<file path="src/rtl/cu.sv">
// rtl/cu.sv - Moore control unit sequencing load, ALU/divide/multiply and output stages.
// errorFlag is the only registered output; everything else decodes from the state register.
module cu (
    input  logic       clk,
    input  logic       rst,
    input  logic       go,
    input  logic [2:0] F,
    input  logic       done_calc,
    input  logic       done_div,
    input  logic       done_mult,
    input  logic       div_by_zero,
    output logic       en_f,
    output logic       en_x,
    output logic       en_y,
    output logic       go_calc,
    output logic [1:0] op_calc,
    output logic       go_div,
    output logic       go_mult,
    output logic       sel_h,
    output logic [1:0] sel_l,
    output logic       en_out_h,
    output logic       en_out_l,
    output logic       done,
    output logic       errorFlag,
    output logic [3:0] CS
);

    typedef enum logic [3:0] {
        S_IDLE      = 4'd0,
        S_LOAD      = 4'd1,
        S_ADD       = 4'd2,
        S_SUB       = 4'd3,
        S_AND       = 4'd4,
        S_XOR       = 4'd5,
        S_DIV       = 4'd6,
        S_MUL       = 4'd7,
        S_PASS      = 4'd8,
        S_DONE_CALC = 4'd9,
        S_DONE_DIV  = 4'd10,
        S_DONE_MUL  = 4'd11,
        S_OUT_CALC  = 4'd12,
        S_OUT_D_M   = 4'd13
    } state_t;

    state_t cs_q, cs_d;
    logic   err_q, err_d;

    always_ff @(posedge clk or negedge rst) begin
        if (!rst) begin
            cs_q  <= S_IDLE;
            err_q <= 1'b0;
        end else begin
            cs_q  <= cs_d;
            err_q <= err_d;
        end
    end

    always_comb begin
        cs_d  = cs_q;
        err_d = err_q;
        case (cs_q)
            S_IDLE: begin
                if (go) begin
                    cs_d  = S_LOAD;
                    err_d = 1'b0;
                end
            end
            S_LOAD: begin
                case (F)
                    3'b000: cs_d = S_ADD;
                    3'b001: cs_d = S_SUB;
                    3'b010: cs_d = S_AND;
                    3'b011: cs_d = S_XOR;
                    3'b100: begin
                        // A known-zero divisor skips the divider entirely.
                        if (div_by_zero) begin
                            cs_d  = S_OUT_D_M;
                            err_d = 1'b1;
                        end else begin
                            cs_d = S_DIV;
                        end
                    end
                    3'b101:  cs_d = S_MUL;
                    default: cs_d = S_PASS;
                endcase
            end
            S_ADD, S_SUB, S_AND, S_XOR: begin
                if (done_calc) cs_d = S_DONE_CALC;
            end
            S_DIV: begin
                if (div_by_zero) begin
                    cs_d  = S_OUT_D_M;
                    err_d = 1'b1;
                end else if (done_div) begin
                    cs_d = S_DONE_DIV;
                end
            end
            S_MUL: begin
                if (done_mult) cs_d = S_DONE_MUL;
            end
            S_DONE_CALC:           cs_d = S_OUT_CALC;
            S_DONE_DIV, S_DONE_MUL: cs_d = S_OUT_D_M;
            default:               cs_d = S_IDLE;
        endcase
    end

    always_comb begin
        en_f     = 1'b0;
        en_x     = 1'b0;
        en_y     = 1'b0;
        go_calc  = 1'b0;
        op_calc  = 2'b00;
        go_div   = 1'b0;
        go_mult  = 1'b0;
        sel_h    = 1'b0;
        sel_l    = 2'b00;
        en_out_h = 1'b0;
        en_out_l = 1'b0;
        done     = 1'b0;
        case (cs_q)
            S_LOAD: begin
                en_f = 1'b1;
                en_x = 1'b1;
                en_y = 1'b1;
            end
            S_ADD: go_calc = 1'b1;
            S_SUB: begin
                go_calc = 1'b1;
                op_calc = 2'b01;
            end
            S_AND: begin
                go_calc = 1'b1;
                op_calc = 2'b10;
            end
            S_XOR: begin
                go_calc = 1'b1;
                op_calc = 2'b11;
            end
            S_DIV: go_div  = 1'b1;
            S_MUL: go_mult = 1'b1;
            S_PASS: begin
                en_out_l = 1'b1;
                done     = 1'b1;
            end
            S_DONE_CALC: sel_l = 2'b01;
            S_DONE_DIV: begin
                sel_h = 1'b1;
                sel_l = 2'b11;
            end
            S_DONE_MUL: sel_l = 2'b10;
            S_OUT_CALC: begin
                en_out_l = 1'b1;
                done     = 1'b1;
            end
            S_OUT_D_M: begin
                op_calc  = 2'b01;
                en_out_h = 1'b1;
                en_out_l = 1'b1;
                done     = 1'b1;
            end
            default: ;
        endcase
    end

    assign errorFlag = err_q;
    assign CS        = cs_q;

endmodule

</file>
<file path="config.mk">
export PLATFORM = sky130hd
export DESIGN_NAME = cu
export DESIGN_NICKNAME = d
export VERILOG_FILES = /design/src/rtl/cu.sv
export SDC_FILE = /design/constraint.sdc
export NUM_CORES = 1
export LEC_CHECK = 0
export CORE_MARGIN = 3
export CORE_UTILIZATION = 33
export DETAILED_ROUTE_END_ITERATION = 16
export PLACE_DENSITY = 0.8
export SETUP_SLACK_MARGIN = 0.15
export SYNTH_ARGS = -nofsm -noshare
export SYNTH_HDL_FRONTEND = slang
export SYNTH_SLANG_ARGS = --single-unit
</file>
<file path="constraint.sdc">
create_clock -name clk -period 1.65 [get_ports clk]
set_clock_uncertainty 0.1 [all_clocks]
set_input_delay 0.33 -clock clk [delete_from_list [all_inputs] [get_ports clk]]
set_output_delay 0.33 -clock clk [all_outputs]
set_load 0.02 [all_outputs]
</file>
== Word level (Yosys, flattened, before mapping) ==
Index checks and enable logic that the tools add are counted.
Word-level totals
  bits in registers: 5
  output and inout port bits: 19
  word-level logic and storage cells: 55
  bits of input ports: 10
Operators by class
  reduce and logical (&&, ||, !) cells: 9
  equal/unequal tests: 23
  multiplexer cells: 21
Operators with widths (count)
  $pmux W4 S7: 1
  $eq A4 B4 Y1 const B: 6
  $mux W4: 6
  $pmux W4 S6: 1
  $eq A4 B3 Y1 const B: 4
  $pmux W2 S3: 2
  $mux W1: 10
  $eq A4 B2 Y1 const B: 2
  $eq A3 B2 Y1 const B: 2
  $eq A3 B3 Y1 const B: 2
  $ne A2 B2 Y1 const B: 3
  $eq A4 B1 Y1 const B: 1
  $logic_not A4 Y1: 1
  $reduce_and A4 Y1: 1
  $reduce_or A2 Y1: 2
  $reduce_or A4 Y1: 1
  $eq A3 B1 Y1 const B: 1
  $logic_not A3 Y1: 1
  $ne A3 B3 Y1 const B: 1
  $pmux W1 S3: 1
  $reduce_and A3 Y1: 1
  $reduce_bool A3 Y1: 1
  $reduce_or A3 Y1: 1
  $ne A2 B1 Y1 const B: 1

== Logic depth before layout (Yosys ltp) ==
Gate-level depths: netlist (run 1).
  depth in word-level cells: 4
  gate-level depth with buffers: 5
  mapped depth without buffers: 4

== Least setup slack after synthesis (run 1) ==
No wires, ideal clock.
  path kind: register -> register
  start: register cs_q[2] (netlist: CS[2])
  end: register cs_q[0] (netlist: CS[0])
  data required time: 1.471 ns
  setup slack: -0.514 ns
  cell stages (with the launch flop): 5
  arrival: 1.985 ns
  path buffers: 1
  clock period less this slack: 2.164 ns
  setup time: 0.079 ns
  cells stage by stage: dfrtp_1 -> buf_6 -> nor4bb_1 -> a221o_2 -> mux2i_1
On the way
  longest elaborated chain between the ends: 4
  elaborated cells on any way between the ends: 19
  those cells by class: eq/ne (14); mux (1); reduce/logical (4)
Ends and longest elaborated chain
  start: declaration: RTL line 45  | state_t cs_q, cs_d;
  start signal: assignment: RTL line 53  | cs_q <= cs_d;
  $eq A4 B2 Y1 or $eq A4 B3 Y1 (tied branches): RTL line 61  | case (cs_q)
  $reduce_or A4 Y1 (no line)
  $ne A2 B1 Y1 (no line)
  $reduce_and A4 Y1 (no line)
Parallel ways exist; a longest one is shown, timed or not.
A chain may end at the register's enable or synchronous reset.

== Worst setup path in the final report (run 1) ==
  start: register cs_q[1] (netlist: CS[1])
  end: register cs_q[0] (netlist: CS[0])
The elaborated chain is that of the path after synthesis.

==> flow_summary.toml, run 1 <==
[outcome]
status = "finished, violations left"
violations = "setup timing"

[worst_setup_path]
path_class = "reg2reg"
cp.arrival_ns = 2.03
cp_max_fo = 6
critPathRequiredTime_ns = 1.71
crit_path_start_kind = "register"
endpoint_kind = "register"

[sta]
rsz0062_at_grt = "true"
clock.fmax_mhz = 508.5
hold_ws_ns = 0.1997
post-route-period-util = 1.192
period_minus_slack_ns = 1.967
setup_viol = 19
worstMarginPinSlew_ns = 0.3411
finalWorstSetupSlack_ns = -0.3166
hold_viol_final = 0
drv_slew = 0
relSlewSlack = 0.7695

[route]
dr.pass1.iters = 4
vias = 906
viasPerCell = 6.122
first_iter_violations = 32
wl_mm = 3.635
wl_per_cell_um = 24.56
route.detailed.drc = 0
ant_nets = 0

[floorplanning]
initial_core_util = 0.3700
die_h_um = 45.14
fp.dieW_um = 45.14
core_area_mm2 = 0.001366
pin_count = 29
die-area_mm2 = 0.002037
placementRows = 13

[yosys]
synth_top_area_frac = 0.2475
ys_types = 31
synth_cells = 66
ys_warn_count = 0
ys_seq_area_frac = 0.2475
ys_ff_latch = 5
syn_area_per_cell_um2 = 7.659
synth_top_area_cell = "dfrtp_1"
syn_area_um2 = 505.5
synth_area_leaders = "dfrtp_1 25%, a21oi_1 7.9%, nor2_1 5.9%, nand2b_1 5.0%, buf_4 4.5%"
syn_nets = 76

[cts]
cts_made_buffers = 3
cts_max_path_buffers = 2
clock-root-buffer = "clkbuf_4"
htreeDepth = 1
clock_latency_ns = 0.27
cts_hold_buf = 0
cts_tree = "yes"
clk_pin_slew_ns = 0.05
cts_sinks = 5

[grt]
grt_pass1_wl_mm = 4.271
antenna_found_initial = 0
grt_pass1_vias = 882
groute.usage.overall = 0.3003
grt_max_degree = 8
overflow = 0

[final_layout]
final_cell_mix = "36 x buf_4, 21 x buf_6, 9 x clkdlybuf4s50_1"
final_cell_count_no_fill = 148
fillers = 36
diodes = 0
seqCellArea_um2 = 130.1
areaGrowthSynthToFinish_pct = 156.9
multiInputGateArea_um2 = 475.5
drive_gt1_frac = 0.6767
fin_nets = 144
final_common_cell = "buf_4"

[placed_design]
dp_hpwl_mm = 1.517
gp_congestion = 0.8661
dp.cells = 124
port_buffers = 28

[power]
p_seq_frac = 0.095
pwr_density_cell_mw_per_mm2 = 2418
switching_power_w = 0.001511
p_int_w = 0.001629
p_leak_nw = 0.6005
swShare = 0.4812
combinationalPowerShare = 0.852
ir_drop_uv = 1724
pwr-share-clk = 0.053

[flow_run]
maxCapViolations = 0

[worst_hold_path]
hp-class = "in2async"
[through the flow]
step / setup TNS (ns) / util / total power [W] / area [µm²] / setup WS, ns
6_report: -3.010 / 0.9505 / 0.003141 / 1299 / -0.3166
2_1_floorplan: -0.4852 / - / 0.001314 / 600.6 / -0.09452
3_3_place_gp: -4.118 / 0.7408 / 0.002057 / 1012 / -0.3007
4_1_cts: -1.501 / 0.8507 / 0.002567 / 1162 / -0.1735
5_1_grt: -3.748 / 0.9505 / 0.003258 / 1299 / -0.3663
3_5_place_dp: -4.470 / 0.7408 / 0.002096 / 1012 / -0.3392
[cells in the mapped netlist]
cell and number:
nor4bb_1 2, nand2_1 5, a21oi_2 1, nand3b_1 1, a31oi_1 1, nor4b_2 1
o21a_1 1, a221oi_1 1, clkbuf_1 2, inv_1 3, buf_6 1, nor2_1 8
o21ai_0 3, buf_4 3, o211a_1 1, mux2i_1 1, buf_2 1, a221o_2 1
nand2b_1 4, dfrtp_1 5, nand4b_1 1, nor3_1 2, a21o_1 1, a311oi_1 1
nor2b_1 2, xor2_1 1, o31ai_1 1, a221o_1 1, nor3b_1 1, or4_1 1
a21oi_1 8
[area by class of cell]
class,instances,area share
sequential,5,0.1002
inverter,3,0.01638
multi-input combinational,51,0.3661
clock buffer,4,0.02023
tap,15,0.01445
timing repair buffer,70,0.4827
[path summary, 6_finish.rpt]
check	startpoint	end	slack [ns]	cells after the start
hold / removal	rst	errorFlag	0.20	1
max in group asynchronous	rst	CS[0]	1.02	1
setup reg to reg	CS[1]	CS[0]	-0.32	5
min in group clk	errorFlag	errorFlag	0.54	2
setup / recovery	CS[1]	CS[0]	-0.32	5
hold reg to reg	errorFlag	errorFlag	0.54	2
[critical path, stage by stage, from the launching register on]
cell and delay, ns:
dfrtp_2 0.45, buf_6 0.13, or4_4 0.54, a21oi_4 0.16, a221o_2 0.20, mux2i_1 0.27
[timing repair]
item                       in CTS  in global routing
cloned                          0                  0
gates resized for setup       110                 22
setup endpoints to repair      24                 22
buffers inserted               13                  7
pin swaps                       6                  6
[power groups by stage]
stage          registers, W  clock network [W]  logic, W
2_1_floorplan      0.000354                  0  0.000961
5_1_grt            0.000306           0.000175   0.00278
4_1_cts            0.000292           0.000150   0.00213
6_report           0.000298           0.000167   0.00268
3_5_place_dp       0.000343                  0   0.00175
3_3_place_gp       0.000335                  0   0.00172
[metal layers]
metal  GRT usage  vias up  wire length (µm)
li1            -      372                 -
met1      0.3236      441              1386
met2      0.5395       72              1787
met3     0.04781       21               279
met4      0.1813        0               182
met5           0        -                 0
[cells by family (layout without fill, tap and decap cells)]
logic type | after synthesis | in the layout | share of synthesized area
DFF | 5 | 5 | 0.2475
buffers and inverters | 10 | 77 | 0.1139
muxes | 1 | 1 | 0.01980
xor gates and xnor gates | 1 | 1 | 0.01733
AOI/OAI and AO/OA | 21 | 21 | 0.2797
and+or+nand+nor | 28 | 28 | 0.3218
[sequential cells by signal (all words and copies together) (netlist names)]
register,cells
CS,4
errorFlag,1
No activity file was read; power rests on OpenSTA's default activity.
==> inputs of run 2 (changes only) <==
--- a/config.mk
+++ b/config.mk
@@ -10,6 +10,7 @@
 export DETAILED_ROUTE_END_ITERATION = 16
 export PLACE_DENSITY = 0.8
 export SETUP_SLACK_MARGIN = 0.15
+export SLEW_MARGIN = 20
 export SYNTH_ARGS = -nofsm -noshare
 export SYNTH_HDL_FRONTEND = slang
 export SYNTH_SLANG_ARGS = --single-unit
==> results of run 2 <==
Final layout, timing and power as in run 1 (identical DEF).
